### src/rtl/sram_port_ctrl_if.sv
// Request/response channel between an upstream client and sram_port_ctrl.
// master = client side, slave = controller side.
interface sram_port_ctrl_if #(
  parameter int DATA_WIDTH = 32,
  parameter int ADDR_WIDTH = 10,
  parameter int NUM_WMASKS = DATA_WIDTH / 8
) ();

  logic                  req_valid;
  logic                  req_ready;
  logic                  req_we;
  logic [ADDR_WIDTH-1:0] req_addr;
  logic [DATA_WIDTH-1:0] req_wdata;
  logic [NUM_WMASKS-1:0] req_wmask;

  logic                  rsp_valid;
  logic                  rsp_ready;
  logic [DATA_WIDTH-1:0] rsp_rdata;

  modport master (
    output req_valid, req_we, req_addr, req_wdata, req_wmask, rsp_ready,
    input  req_ready, rsp_valid, rsp_rdata
  );

  modport slave (
    input  req_valid, req_we, req_addr, req_wdata, req_wmask, rsp_ready,
    output req_ready, rsp_valid, rsp_rdata
  );

endinterface

### src/rtl/sram_port_ctrl.sv
// Request-side controller for a single-port RW SRAM macro without a write mask.
// One operation in flight; partial-byte writes are done as read-modify-write.
// All macro-facing outputs come straight from flops.
module sram_port_ctrl #(
  parameter int DATA_WIDTH = 32,
  parameter int ADDR_WIDTH = 10,
  parameter int NUM_WMASKS = DATA_WIDTH / 8
) (
  input  logic                  clk0,
  input  logic                  rst0,
  sram_port_ctrl_if.slave       bus,
  output logic                  busy,
  output logic                  csb0,
  output logic                  web0,
  output logic [ADDR_WIDTH-1:0] addr0,
  output logic [DATA_WIDTH-1:0] din0,
  input  logic [DATA_WIDTH-1:0] dout0
);

  typedef enum logic [2:0] {
    IDLE,
    RD,
    RD_CAP,
    RMW_RD,
    RMW_CAP,
    RMW_WR
  } state_t;

  state_t                state_q, state_d;
  logic                  csb0_q, csb0_d;
  logic                  web0_q, web0_d;
  logic [ADDR_WIDTH-1:0] addr0_q, addr0_d;
  logic [DATA_WIDTH-1:0] din0_q, din0_d;
  logic                  rsp_valid_q, rsp_valid_d;
  logic [DATA_WIDTH-1:0] rsp_rdata_q, rsp_rdata_d;
  logic [DATA_WIDTH-1:0] wdata_q, wdata_d;
  logic [NUM_WMASKS-1:0] wmask_q, wmask_d;
  logic                  req_ready;
  logic                  accept;

  // Per byte: take the new write byte where the mask is set, otherwise keep the old byte.
  function automatic logic [DATA_WIDTH-1:0] merge_bytes(
    input logic [DATA_WIDTH-1:0] wdata,
    input logic [DATA_WIDTH-1:0] rdata,
    input logic [NUM_WMASKS-1:0] mask
  );
    logic [DATA_WIDTH-1:0] m;
    m = rdata;
    for (int i = 0; i < NUM_WMASKS; i++) begin
      if (mask[i]) m[8*i +: 8] = wdata[8*i +: 8];
    end
    return m;
  endfunction

  // Upstream is only accepted when idle with no response waiting to drain.
  always_comb begin
    req_ready = (state_q == IDLE) && !rsp_valid_q;
    accept    = bus.req_valid && req_ready;
  end

  assign bus.req_ready = req_ready;
  assign bus.rsp_valid = rsp_valid_q;
  assign bus.rsp_rdata = rsp_rdata_q;
  assign busy          = (state_q != IDLE);
  assign csb0          = csb0_q;
  assign web0          = web0_q;
  assign addr0         = addr0_q;
  assign din0          = din0_q;

  // Next-state logic: chip select defaults to deasserted so each access lasts one cycle.
  always_comb begin
    state_d     = state_q;
    csb0_d      = 1'b1;
    web0_d      = 1'b1;
    addr0_d     = addr0_q;
    din0_d      = din0_q;
    rsp_valid_d = rsp_valid_q;
    rsp_rdata_d = rsp_rdata_q;
    wdata_d     = wdata_q;
    wmask_d     = wmask_q;

    if (rsp_valid_q && bus.rsp_ready) rsp_valid_d = 1'b0;

    unique case (state_q)
      IDLE: begin
        if (accept) begin
          if (!bus.req_we) begin
            state_d = RD;
            csb0_d  = 1'b0;
            addr0_d = bus.req_addr;
          end else if (&bus.req_wmask) begin
            state_d = RMW_WR;
            csb0_d  = 1'b0;
            web0_d  = 1'b0;
            addr0_d = bus.req_addr;
            din0_d  = bus.req_wdata;
          end else if (|bus.req_wmask) begin
            state_d = RMW_RD;
            csb0_d  = 1'b0;
            addr0_d = bus.req_addr;
            wdata_d = bus.req_wdata;
            wmask_d = bus.req_wmask;
          end
          // An all-zero mask is accepted and dropped without touching the macro.
        end
      end
      RD:      state_d = RD_CAP;
      RD_CAP: begin
        rsp_rdata_d = dout0;
        rsp_valid_d = 1'b1;
        state_d     = IDLE;
      end
      RMW_RD:  state_d = RMW_CAP;
      RMW_CAP: begin
        din0_d  = merge_bytes(wdata_q, dout0, wmask_q);
        csb0_d  = 1'b0;
        web0_d  = 1'b0;
        state_d = RMW_WR;
      end
      RMW_WR:  state_d = IDLE;
      default: state_d = IDLE;
    endcase
  end

  // State and output registers; reset aborts any operation and drops a pending response.
  always_ff @(posedge clk0) begin
    if (rst0) begin
      state_q     <= IDLE;
      csb0_q      <= 1'b1;
      web0_q      <= 1'b1;
      addr0_q     <= '0;
      din0_q      <= '0;
      rsp_valid_q <= 1'b0;
      rsp_rdata_q <= '0;
    end else begin
      state_q     <= state_d;
      csb0_q      <= csb0_d;
      web0_q      <= web0_d;
      addr0_q     <= addr0_d;
      din0_q      <= din0_d;
      rsp_valid_q <= rsp_valid_d;
      rsp_rdata_q <= rsp_rdata_d;
    end
  end

  // Latched RMW write operands; pure data, so no reset.
  always_ff @(posedge clk0) begin
    wdata_q <= wdata_d;
    wmask_q <= wmask_d;
  end

endmodule
### src/flat_wrapper.sv
// flat-port wrapper written by rule: the top's interface ports become plain ports
module sram_port_ctrl_flat 
#(
  parameter int DATA_WIDTH = 32,
  parameter int ADDR_WIDTH = 10,
  parameter int NUM_WMASKS = DATA_WIDTH / 8
)
  (clk0, rst0, busy, csb0, web0, addr0, din0, dout0, bus_req_valid, bus_req_we, bus_req_addr, bus_req_wdata, bus_req_wmask, bus_rsp_ready, bus_req_ready, bus_rsp_valid, bus_rsp_rdata);
  sram_port_ctrl_if #(.DATA_WIDTH(DATA_WIDTH), .ADDR_WIDTH(ADDR_WIDTH), .NUM_WMASKS(NUM_WMASKS)) bus_i ();
  input  logic clk0;
  input  logic rst0;
  output logic busy;
  output logic csb0;
  output logic web0;
  output logic [ADDR_WIDTH-1:0] addr0;
  output logic [DATA_WIDTH-1:0] din0;
  input  logic [DATA_WIDTH-1:0] dout0;
  input wire logic [$bits(bus_i.req_valid)-1:0] bus_req_valid;
  input wire logic [$bits(bus_i.req_we)-1:0] bus_req_we;
  input wire logic [$bits(bus_i.req_addr)-1:0] bus_req_addr;
  input wire logic [$bits(bus_i.req_wdata)-1:0] bus_req_wdata;
  input wire logic [$bits(bus_i.req_wmask)-1:0] bus_req_wmask;
  input wire logic [$bits(bus_i.rsp_ready)-1:0] bus_rsp_ready;
  output wire logic [$bits(bus_i.req_ready)-1:0] bus_req_ready;
  output wire logic [$bits(bus_i.rsp_valid)-1:0] bus_rsp_valid;
  output wire logic [$bits(bus_i.rsp_rdata)-1:0] bus_rsp_rdata;
  assign bus_i.req_valid = bus_req_valid;
  assign bus_i.req_we = bus_req_we;
  assign bus_i.req_addr = bus_req_addr;
  assign bus_i.req_wdata = bus_req_wdata;
  assign bus_i.req_wmask = bus_req_wmask;
  assign bus_i.rsp_ready = bus_rsp_ready;
  assign bus_req_ready = bus_i.req_ready;
  assign bus_rsp_valid = bus_i.rsp_valid;
  assign bus_rsp_rdata = bus_i.rsp_rdata;
  sram_port_ctrl #(.DATA_WIDTH(DATA_WIDTH), .ADDR_WIDTH(ADDR_WIDTH), .NUM_WMASKS(NUM_WMASKS)) u_core (.clk0(clk0), .rst0(rst0), .bus(bus_i), .busy(busy), .csb0(csb0), .web0(web0), .addr0(addr0), .din0(din0), .dout0(dout0));
endmodule
### config.mk
export PLATFORM = sky130hd
export DESIGN_NAME = sram_port_ctrl_flat
export DESIGN_NICKNAME = d
export VERILOG_FILES = /design/src/rtl/sram_port_ctrl_if.sv /design/src/rtl/sram_port_ctrl.sv /design/src/flat_wrapper.sv
export SDC_FILE = /design/constraint.sdc
export NUM_CORES = 1
export LEC_CHECK = 0
export BUFFER_PORTS_ARGS = -buffer_cell sky130_fd_sc_hd__clkbuf_2
export CELL_PAD_IN_SITES_DETAIL_PLACEMENT = 0
export CELL_PAD_IN_SITES_GLOBAL_PLACEMENT = 1
export CORE_AREA = 10 10 124 126
export DETAILED_ROUTE_END_ITERATION = 10
export DIE_AREA = 0 0 134 136
export HOLD_SLACK_MARGIN = 0.1
export PLACE_DENSITY_LB_ADDON = 0.1
export REMOVE_ABC_BUFFERS = 1
export SKIP_CTS_REPAIR_TIMING = 1
export SYNTH_ARGS = -nofsm -noshare
export SYNTH_HDL_FRONTEND = slang
export SYNTH_SLANG_ARGS = --single-unit
### constraint.sdc
create_clock -name clk0 -period 6.59 [get_ports clk0]
set_clock_uncertainty 0.2 [all_clocks]
set_input_delay 1.318 -clock clk0 [delete_from_list [all_inputs] [get_ports clk0]]
set_output_delay 1.318 -clock clk0 [all_outputs]
set_load 0.02 [all_outputs]
# ---- Word-level counts from Yosys, hierarchy flattened
# Cells that the tools add are included.
dict set report totals {
  reg_bits 116
  latch_bits 0
  ram_bits 0
  rom_bits 0
  inputBits 83
  out_inout_bits 79
  wordCells 60
  n_memories 0
}
dict set report op_classes {
  add_sub_neg 0
  multipliers 0
  div 0
  magnitude_cmp 0
  eq_ne 9
  shifts 0
  muxes 27
  bitwise_logic 1
  reduce_logical 14
}
# op n
set op_table {}
lappend op_table {{$mux 32} 3}
lappend op_table {{$pmux 32 s2} 1}
lappend op_table {{$mux 8} 4}
lappend op_table {{$mux 10} 3}
lappend op_table {{$mux 3} 4}
lappend op_table {{$pmux 3 s4} 1}
lappend op_table {{$mux 1} 9}
lappend op_table {{$reduce_and 4->1} 2}
lappend op_table {{$eq 3x2->1 const B} 2}
lappend op_table {{$reduce_and 5->1} 1}
lappend op_table {{$ne 2x2->1 const B} 2}
lappend op_table {{$ne 4x4->1 const B} 1}
lappend op_table {{$pmux 1 s2} 2}
lappend op_table {{$reduce_bool 2->1} 2}
lappend op_table {{$reduce_or 4->1} 1}
lappend op_table {{$eq 3x1->1 const B} 1}
lappend op_table {{$eq 3x3->1 const B} 1}
lappend op_table {{$logic_and 1x1->1} 3}
lappend op_table {{$logic_not 3->1} 1}
lappend op_table {{$ne 3x1->1 const B} 1}
lappend op_table {{$reduce_and 3->1} 1}
lappend op_table {{$reduce_bool 3->1} 1}
lappend op_table {{$ne 2x1->1 const B} 1}
lappend op_table {{$reduce_and 2->1} 1}
lappend op_table {{other kinds (2)} 2}

# ---- Depth between registers and ports, before layout
# Gate-level depths: netlist of the first run.
dict set report depth {
  word_depth 6
  mapped_depth 6
  depth_no_buf 4
}

# ---- Worst setup path after synthesis of the first run
# OpenSTA, ideal clock, no wires.
dict set report synth_path {
  path_kind {input to register}
  from {input port bus_req_wmask[2]}
  to {register u_core.wdata_q[0], enable pin}
  setup_time_ns 0.523
  t_arrival_ns 5.055
  t_required_ns 5.867
  setup_slack_ns 0.813
  cell_stages 2
  path_buffers 0
  cell_sequence {and4_1 > nor4_1}
}
dict set report synth_via {
  elab_chain_cells 3
  elab_cells_between_ends 4
  classes_between {bitwise (1); reduce/logical (3)}
}
# element line
set synth_rtl {}
lappend synth_rtl {{from (decl)} flat_wrapper.sv:22} ;# input wire logic [$bits(bus_i.req_wmask)-1:0] bus_req_wmask;
lappend synth_rtl {{$reduce_and 4->1} sram_port_ctrl.sv:91} ;# end else if (&bus.req_wmask) begin
lappend synth_rtl {{$not 1->1 (no line)} n/a}
lappend synth_rtl {{$reduce_and 5->1 (no line) (*)} n/a}
lappend synth_rtl {{to (signal assigned)} sram_port_ctrl.sv:148} ;# wdata_q <= wdata_d;
lappend synth_rtl {{to (decl)} sram_port_ctrl.sv:36} ;# logic [DATA_WIDTH-1:0] wdata_q, wdata_d;
# Every way passes the cells marked *; elsewhere a longest branch is shown, timed or not.
# A chain may end at the register's enable or synchronous reset.

# ---- Worst setup path after layout of the first run
dict set report layout_path {
  from {register u_core.state_q[2]}
  to {output port bus_req_ready}
}
dict set report layout_via {
  elab_chain_cells 2
}
# element line
set layout_rtl {}
lappend layout_rtl {{from (decl)} sram_port_ctrl.sv:29} ;# state_t state_q, state_d;
lappend layout_rtl {{from (signal assigned)} sram_port_ctrl.sv:136} ;# state_q <= state_d;
lappend layout_rtl {{$logic_not 3->1} sram_port_ctrl.sv:57} ;# req_ready = (state_q == IDLE) && !rsp_valid_q;
lappend layout_rtl {{$logic_and 1x1->1} sram_port_ctrl.sv:57}
lappend layout_rtl {{to (decl)} flat_wrapper.sv:24} ;# output wire logic [$bits(bus_i.req_ready)-1:0] bus_req_ready;
# Every way passes these cells.

==> results of run 1 <==
-- cells by family (layout without fill, tap and decap cells) --
group	Yosys count	in the layout	share of synthesized area, %
AOI/OAI and AO/OA	133	133	18.8
and+or+nand+nor	123	123	11.0
DFF	116	116	57.2
buffers and inverters	45	200	4.00
muxes	42	42	8.97
other	0	1	0
-- layer usage --
| metal | wire (µm) | up-vias | GRT usage (%) |
|---|---|---|---|
| li1 | - | 1953 | - |
| met1 | 5990 | 1847 | 17.7 |
| met2 | 6670 | 117 | 24.7 |
| met3 | 1110 | 16 | 6.72 |
| met4 | 206 | 0 | 6.11 |
| met5 | 0 | - | 0 |
-- registers in the layout, summed over array words and instances, names as in the netlist --
signal                cells
u_core.web0               1
u_core.addr0             10
u_core.csb0               1
u_core.state_q            3
u_core.wmask_q            4
u_core.bus.rsp_valid      1
u_core.wdata_q           32
u_core.din0              32
u_core.bus.rsp_rdata     32
-- report_power, final --
| group | internal, mW | total (mW) | leakage, nW | switching (mW) |
|---|---|---|---|---|
| Sequential | 0.784 | 0.812 | 0.982 | 0.0289 |
| Combinational | 0.0841 | 0.245 | 1.28 | 0.160 |
| Clock | 0.503 | 0.792 | 0.242 | 0.289 |
| Total | 1.37 | 1.85 | 2.51 | 0.478 |
-- synthesized netlist by cell type, drive strengths merged, types with 3 or more instances --
master,instances
edfxtp,36
clkbuf,33
nand2,64
dfxtp,80
a21oi,65
buf,9
nor2,45
mux2i,42
nor4,3
a2111o,32
inv,3
o21ai,34
-- per-stage QoR --
step	setup slack [ps]	util, %	hold WS, ps	cell area [µm²]
2_1_floorplan	813	-	299	4510
3_3_place_gp	3160	43.3	241	5630
3_5_place_dp	3090	43.3	247	5630
4_1_cts	3190	47.2	254	6130
5_1_grt	3090	47.2	265	6130
6_report	3180	47.2	251	6130
-- worst min path at each step --
stage | startpoint | endpoint | slack, ps | cells after the start
after floorplan | u_core.state_q[1]$_SDFFE_PP0P_ | u_core.state_q[1]$_SDFFE_PP0P_ | 300 | 1
after global placement | u_core.bus.rsp_rdata[26]$_SDFFE_PP0P_ | u_core.bus.rsp_rdata[26]$_SDFFE_PP0P_ | 240 | 2
after detailed placement | u_core.bus.rsp_rdata[24]$_SDFFE_PP0P_ | u_core.bus.rsp_rdata[24]$_SDFFE_PP0P_ | 250 | 2
after CTS | u_core.bus.rsp_rdata[29]$_SDFFE_PP0P_ | u_core.bus.rsp_rdata[29]$_SDFFE_PP0P_ | 250 | 2
after global routing | u_core.bus.rsp_rdata[22]$_SDFFE_PP0P_ | u_core.bus.rsp_rdata[22]$_SDFFE_PP0P_ | 260 | 2
final | u_core.bus.rsp_rdata[9]$_SDFFE_PP0P_ | u_core.bus.rsp_rdata[9]$_SDFFE_PP0P_ | 250 | 2
-- critical path, stage by stage, from the launching register on --
cell and delay [ps]:
dfxtp_2 950, or3_4 310, nor2_1 40, clkbuf_2 160
-- final cells by class --
class                      count  area [µm²]  area share (%)
inverter                       3        11.3           0.184
clock buffer                  29         500            8.16
tap                          176         220            3.59
sequential                   116        2680            43.8
antenna                        1        2.50          0.0408
timing repair buffer         168         858            14.0
multi-input combinational    298        1850            30.2
==> impl_metrics.json, run 1 <==
{
  "status": "finished, final reports clean",
  "yosys.area.top_type": "dfxtp_1",
  "dr.pass1.iters": 4,
  "nNetsFinal": 687,
  "r2r_end": "u_core.din0[9]$_SDFFE_PP0P_",
  "worstSetupPathType": "reg2out",
  "clkTransAtPathRegs_ps": 50,
  "hold_violations": 0,
  "die_y_um": 136,
  "wl_um": 14000,
  "wl_per_cell_um": 17.7,
  "drc": 0,
  "die-area_um2": 18200,
  "hpwl_um": 9540,
  "max_freq_ghz": 0.293,
  "boundaryPins": 162,
  "ff2ff_path_depth": 5,
  "drt_iter0_markers": 235,
  "drtAntennaViolNets": 0,
  "cp-startpoint": "u_core.state_q[2]$_SDFFE_PP0P_",
  "cts_tree": "yes",
  "gp_congestion": 0.731,
  "crit_fanout": 40,
  "synthCells": 459,
  "syn_area_um2": 4690,
  "grt_pass1_wl_um": 21800,
  "r2r_slack_ps": 4000,
  "cts_buffer_depth": 2,
  "clockRootBuffer": "clkbuf_16",
  "power_density_nw_per_um2": 302,
  "critPathLaunchType": "flop",
  "slew_headroom_pct": 21.0,
  "synthTopCellsByArea": "dfxtp_1, edfxtp_1, mux2i_1",
  "worst_slew_pin_slew_ps": 1190,
  "htreeDepth": 4,
  "core_area_um2": 13000,
  "finalMaxSlewViolations": 0,
  "insertion_delay_ps": 410,
  "synth_ff_type": "dfxtp_1",
  "avgViaCountPerCell": 4.97,
  "synth_edf_count": 36,
  "synth.distinct_cells": 26,
  "synth.avg_cell_area_um2": 10.2,
  "grt_max_degree": 67,
  "yosysSeqAreaShare_pct": 57.2,
  "gr-total-overflow": 0,
  "antenna_found_initial": 1,
  "drv_cap": 0,
  "final-setup-viol-count": 0,
  "drive_above_1_share_pct": 32.1,
  "cp.required_ps": 5070,
  "rsz0062_at_grt": "no",
  "synthArstFlopShare_pct": 0,
  "synth-seq-cells": 116,
  "peakVddDrop_uv": 147,
  "vias": 3933,
  "grt.total_usage_pct": 15.4,
  "synth_top_area_share_pct": 34.2,
  "layout_min_cycle_time_ps": 3410,
  "yosys_warnings": 0,
  "place_inst": 761,
  "setup.worst_path.end": "bus_req_ready",
  "final_common_cell": "clkbuf_2",
  "cp-end-kind": "output port",
  "p_leak_nw": 2.51,
  "stdcell_count": 791,
  "portBuffers": 161,
  "initial_utilization_pct": 36.1,
  "rows": 42,
  "first_global_vias": 3909,
  "r2r-start": "u_core.state_q[2]$_SDFFE_PP0P_",
  "power_mw": 1.85,
  "cts-buffers-inserted": 17,
  "final_cell_mix": "clkbuf_2, dfxtp_1, a21oi_1, nand2_1, nor2_1",
  "fillers": 1309,
  "area_delta_synth_final_pct": 30.8,
  "cts_sinks": 116,
  "cp.arrival_ps": 1890,
  "hold_class": "reg2reg",
  "die_x_um": 134,
  "tns_ps": 0,
  "period_share_pct": 51.7
}
Note: power is estimated with default switching activity, not from simulation.
==> run 2: changes to the inputs <==
==> constraint.sdc (replaced) <==
create_clock -name clk0 -period 3.24 [get_ports clk0]
set_clock_uncertainty 0.2 [all_clocks]
set_input_delay 0.648 -clock clk0 [delete_from_list [all_inputs] [get_ports clk0]]
set_output_delay 0.648 -clock clk0 [all_outputs]
set_load 0.02 [all_outputs]
==> run 2 against run 1 <==
  * Register-to-register slack worse by 3100 ps
  * First-iteration DRC count down 24%
  * Global-route usage up 0.24 points
  * Non-clock buffer count up 4
  * Via count down 0.48%
  * Worst hold slack worse by 30 ps
  * Die area unchanged
  * Count of clock-buffer cells in the layout up 2
  * Sequential share of layout area down 0.88 points
  * Combinational power up 110%
  * Largest cell class unchanged
==> impl_metrics.json, run 2 (synthesis gave the netlist of run 1 again) <==
{
  "layout_setup_ws_ps": 739,
  "cts_sinks": 116,
  "nNetsFinal": 691,
  "power.switching_mw": 1.01,
  "hold_violations": 0,
  "portBuffers": 161,
  "die_y_um": 136,
  "critPathMaxStageDelay_ps": 490,
  "cp.required_ps": 2390,
  "drive_above_1_share_pct": 33.3,
  "rows": 42,
  "critPathBufInv": 1,
  "grt_pass1_wl_um": 22100,
  "peakVddDrop_uv": 315,
  "place_inst": 765,
  "antennaDiodeCount": 0,
  "gp_congestion": 0.701,
  "crit_fanout": 21,
  "drt_iter0_markers": 179,
  "hold_start": "bus_req_wdata[6]",
  "clkTransAtPathRegs_ps": 50,
  "p_seq_share_pct": 41.5,
  "stdcell_count": 797,
  "final-setup-viol-count": 0,
  "p_comb_share_pct": 12.9,
  "boundaryPins": 162,
  "die-area_um2": 18200,
  "vias": 3914,
  "r2r-start": "u_core.state_q[2]$_SDFFE_PP0P_",
  "drtAntennaViolNets": 0,
  "drc": 0,
  "area_delta_synth_final_pct": 33.4,
  "period_share_pct": 77.2,
  "initial_utilization_pct": 36.1,
  "layout_min_cycle_time_ps": 2500,
  "fin_util_pct": 48.2,
  "slew_headroom_pct": 20.4,
  "cp-startpoint": "u_core.state_q[2]$_SDFFE_PP0P_",
  "cp-end-kind": "output port",
  "cts_tree": "yes",
  "core_area_um2": 13000,
  "clockRootBuffer": "clkbuf_16",
  "antenna_found_initial": 0,
  "p_int_mw": 2.96,
  "wl_um": 14200,
  "crit_slowest_cell": "or3_4",
  "wl_per_cell_um": 17.8,
  "worst_slew_pin_slew_ps": 1190,
  "first_global_vias": 4035,
  "drv_cap": 0,
  "die_x_um": 134,
  "status": "finished, final reports clean",
  "swShare_pct": 25.4,
  "grt.total_usage_pct": 15.6,
  "cts-buffers-inserted": 17,
  "final_common_cell": "clkbuf_2",
  "crit_family": "simple AND/OR/NAND/NOR gates",
  "critPathLaunchType": "flop",
  "finalMaxSlewViolations": 0,
  "hpwl_um": 10000,
  "rsz0062_at_grt": "no",
  "crit_path_cell_trace": "or3_4 -> nor2_1 -> clkbuf_2",
  "pwr-share-clk_pct": 45.6,
  "power_mw": 3.97,
  "pre_cts_ws_ps": 927,
  "htreeDepth": 4,
  "insertion_delay_ps": 420,
  "cts_buffer_depth": 2,
  "power_density_nw_per_um2": 634,
  "grt_max_degree": 67,
  "hold_class": "in2reg",
  "avgViaCountPerCell": 4.91,
  "final_cell_mix": "clkbuf_2, dfxtp_1, a21oi_1, nand2_1, nor2_1",
  "p_leak_nw": 2.58,
  "worstSetupPathType": "reg2out",
  "dr.pass1.iters": 4,
  "cp.arrival_ps": 1650,
  "max_freq_ghz": 0.400,
  "gr-total-overflow": 0
}
run 2: cell types whose count changed in the layout (fill, tap and decap cells not counted):
cell | before | now
buf_4 | 7 | 10
clkbuf_1 | 9 | 6
clkbuf_8 | 3 | 6
clkbuf_16 | 17 | 19
buf_12 | 0 | 1
clkinv_2 | 0 | 1
diode_2 | 1 | 0
run 2: final timing paths:
check,endpoint,slack [ps],cells after the start
worst max-delay path,bus_req_ready,740,3
worst min-delay path,u_core.wdata_q[6]$_DFFE_PP_,220,1
worst max register to register,u_core.din0[30]$_SDFFE_PP0P_,940,5
worst min register to register,u_core.bus.rsp_rdata[9]$_SDFFE_PP0P_,250,2
run 2: layer usage:
metal / track usage [%] / vias up / wire length [µm]
li1: - / 1956 / -
met1: 17.8 / 1813 / 6020
met2: 24.7 / 124 / 6650
met3: 7.34 / 21 / 1260
met4: 6.83 / 0 / 262
met5: 0 / - / 0
run 2: through the flow:
stage	setup TNS [ps]	hold WS (ps)	area, µm²
4_1_cts	0	205	6250
2_1_floorplan	-100970	299	4510
5_1_grt	0	206	6250
3_5_place_dp	0	247	5670
3_3_place_gp	0	241	5670
6_report	0	222	6250
run 2: power groups by stage:
stage          clock (mW)  combinational, mW  sequential [mW]
3_5_place_dp            0              0.519             1.68
4_1_cts              1.85              0.521             1.65
3_3_place_gp            0              0.511             1.67
5_1_grt              1.92              0.563             1.66
6_report             1.81              0.511             1.65
2_1_floorplan           0              0.219             1.73
run 2: cell type report:
class	count	area, µm²
inverters	3	11.3
clock buffers	31	581
flip-flops and latches	116	2680
fillers	1314	6730
well taps	176	220
repair buffers	172	901
clock inverters	1	5.00
multi-input cells	298	1850
run 2: worst reg2reg max path: stages, from the launching register on:
cell and delay [ps]:
dfxtp_2 640, nor3b_4 520, buf_4 290, nor2_1 80, a2111o_1 380, a21oi_1 110
==> run 3: changes to the inputs <==
--- a/config.mk
+++ b/config.mk
@@ -8,9 +8,9 @@
 export BUFFER_PORTS_ARGS = -buffer_cell sky130_fd_sc_hd__clkbuf_2
 export CELL_PAD_IN_SITES_DETAIL_PLACEMENT = 0
 export CELL_PAD_IN_SITES_GLOBAL_PLACEMENT = 1
-export CORE_AREA = 10 10 124 126
+export CORE_AREA = 10 10 129 131
 export DETAILED_ROUTE_END_ITERATION = 10
-export DIE_AREA = 0 0 134 136
+export DIE_AREA = 0 0 139 141
 export HOLD_SLACK_MARGIN = 0.1
 export PLACE_DENSITY_LB_ADDON = 0.1
 export REMOVE_ABC_BUFFERS = 1
==> constraint.sdc (replaced) <==
create_clock -name clk0 -period 2.1 [get_ports clk0]
set_clock_uncertainty 0.2 [all_clocks]
set_input_delay 0.42 -clock clk0 [delete_from_list [all_inputs] [get_ports clk0]]
set_output_delay 0.42 -clock clk0 [all_outputs]
set_load 0.02 [all_outputs]
==> run 3 against run 2 <==
  * Via count rose by 7.1%
  * First-iteration DRC count rose by 6.7%
  * Die area rose by 7.5%
  * Non-clock buffer count rose by 84
  * Sequential share of layout area fell by 5.2 points
  * Count of clock-buffer cells in the layout fell by 3
  * Combinational power rose by 90%
  * Cell count rose by 12%
  * Utilization rose by 1.9 points
  * Routed wire length rose by 7.0%
  * Register-to-register slack got worse by 780 ps
  * Critical path type unchanged
==> impl_metrics.json, run 3 (synthesis gave the netlist of run 1 again) <==
{
  "peakVddDrop_uv": 532,
  "fillers": 1328,
  "crit_path_cell_trace": "or3_4 -> nor2_1 -> buf_4",
  "rows": 44,
  "core_area_um2": 14200,
  "final_cell_mix": "clkbuf_2, dfxtp_1, dlygate4sd3_1, a21oi_1, nand2_1",
  "avgViaCountPerCell": 4.72,
  "crit_slowest_cell": "or3_4",
  "critPathMaxStageDelay_ps": 430,
  "final_common_cell": "clkbuf_2",
  "die_y_um": 141,
  "portBuffers": 161,
  "layout_min_cycle_time_ps": 2040,
  "max_freq_ghz": 0.491,
  "cts_tree": "yes",
  "initial_utilization_pct": 33.0,
  "boundaryPins": 162,
  "nNetsFinal": 775,
  "drtAntennaViolNets": 0,
  "antenna_found_initial": 0,
  "p_leak_nw": 2.94,
  "status": "finished, final reports clean",
  "dr_wl_met3_um": 1020,
  "period_share_pct": 97.1,
  "slew_headroom_pct": 63.0,
  "cts_sinks": 116,
  "cp-end-kind": "output port",
  "final-setup-viol-count": 0,
  "clockRootBuffer": "clkbuf_16",
  "finalMaxSlewViolations": 0,
  "cts_buffer_depth": 2,
  "power_mw": 6.18,
  "wl_per_cell_um": 17.1,
  "critPathBufInv": 1,
  "crit_family": "simple AND/OR/NAND/NOR gates",
  "antennaDiodeCount": 0,
  "die-area_um2": 19600,
  "worst_slew_pin_slew_ps": 550,
  "drive_above_1_share_pct": 30.6,
  "die_x_um": 139,
  "hold_class": "in2reg",
  "first_global_vias": 4065,
  "fin_util_pct": 50.1,
  "grt_max_degree": 45,
  "gp_congestion": 0.758,
  "drc": 0,
  "vias": 4193,
  "insertion_delay_ps": 410,
  "wl_um": 15200,
  "rsz0062_at_grt": "no",
  "cts-buffers-inserted": 17,
  "worstSetupPathType": "reg2out",
  "htreeDepth": 4,
  "critPathLaunchType": "flop",
  "grt.total_usage_pct": 14.6,
  "highest-signal-layer": "met4",
  "grt_pass1_wl_um": 22600,
  "hpwl_um": 10300,
  "area_delta_synth_final_pct": 51.7,
  "drt_iter0_markers": 191,
  "clkTransAtPathRegs_ps": 50,
  "wl_met1_um": 6600,
  "cp.required_ps": 1480,
  "dr_wl_met2_um": 7370,
  "crit_fanout": 4,
  "power_density_nw_per_um2": 869,
  "hold_violations": 0,
  "cp.arrival_ps": 1420,
  "dr.pass1.iters": 6,
  "gr-total-overflow": 0,
  "drv_cap": 0
}
## run 3: changes by cell type in the layout (fill, tap and decap cells not counted)
cell | before | now
buf_12 | 1 | 5
buf_2 | 0 | 1
buf_4 | 10 | 14
clkbuf_1 | 6 | 4
clkbuf_16 | 19 | 17
clkbuf_2 | 161 | 159
clkbuf_8 | 6 | 7
clkinv_2 | 1 | 4
dlygate4sd3_1 | 0 | 77
## run 3: stage by stage
step / std cells / TNS [ps] / hold slack [ps] / setup WS (ps) / cell area, µm²
2_1_floorplan: 417 / -213400 / 289 / -3410 / 4510
3_5_place_dp: 780 / 0 / 248 / 90.3 / 5780
5_1_grt: 889 / 0 / 110 / 11.1 / 7110
4_1_cts: 812 / 0 / -17.1 / 12.2 / 6340
6_report: 889 / 0 / 61.4 / 61.9 / 7110
3_3_place_gp: 780 / 0 / 240 / 125 / 5780
## run 3: cell type report
type	instances	area, µm²	share of cell area (%)
Clock buffer	28	537	7.55
Clock inverter	4	20.0	0.281
Inverter	3	11.3	0.158
Multi-Input combinational cell	298	1850	26.1
Sequential cell	116	2680	37.7
Tap cell	184	230	3.24
Timing Repair Buffer	256	1780	25.0
## run 3: per-layer routing
layer | up-vias | GRT usage (%)
met3 | 15 | 6.42
li1 | 2114 | -
met5 | - | 0
met4 | 0 | 5.71
met1 | 1960 | 16.7
met2 | 104 | 23.5
## run 3: tightest hold or removal path: cells and delay by family
kind / cells / cell delay, ps
buffers and inverters: 1 / 80
AND/OR/NAND/NOR: 1 / 80
multiplexers: 1 / 60
## run 3: where the power goes
group | switching [mW] | internal (mW)
Clock | 0.956 | 1.72
Combinational | 0.564 | 0.407
Sequential | 0.0738 | 2.46
Total | 1.59 | 4.58
## run 3: worst paths after layout
check | startpoint | endpoint | slack [ps] | depth (start not counted)
worst max register to register | u_core.state_q[2]$_SDFFE_PP0P_ | u_core.wdata_q[24]$_DFFE_PP_ | 160 | 3
worst max-delay path | u_core.state_q[2]$_SDFFE_PP0P_ | bus_req_ready | 60 | 3
worst min register to register | u_core.bus.rsp_rdata[17]$_SDFFE_PP0P_ | u_core.bus.rsp_rdata[17]$_SDFFE_PP0P_ | 250 | 2
worst min-delay path | bus_req_addr[4] | u_core.addr0[4]$_SDFFE_PP0P_ | 60 | 3
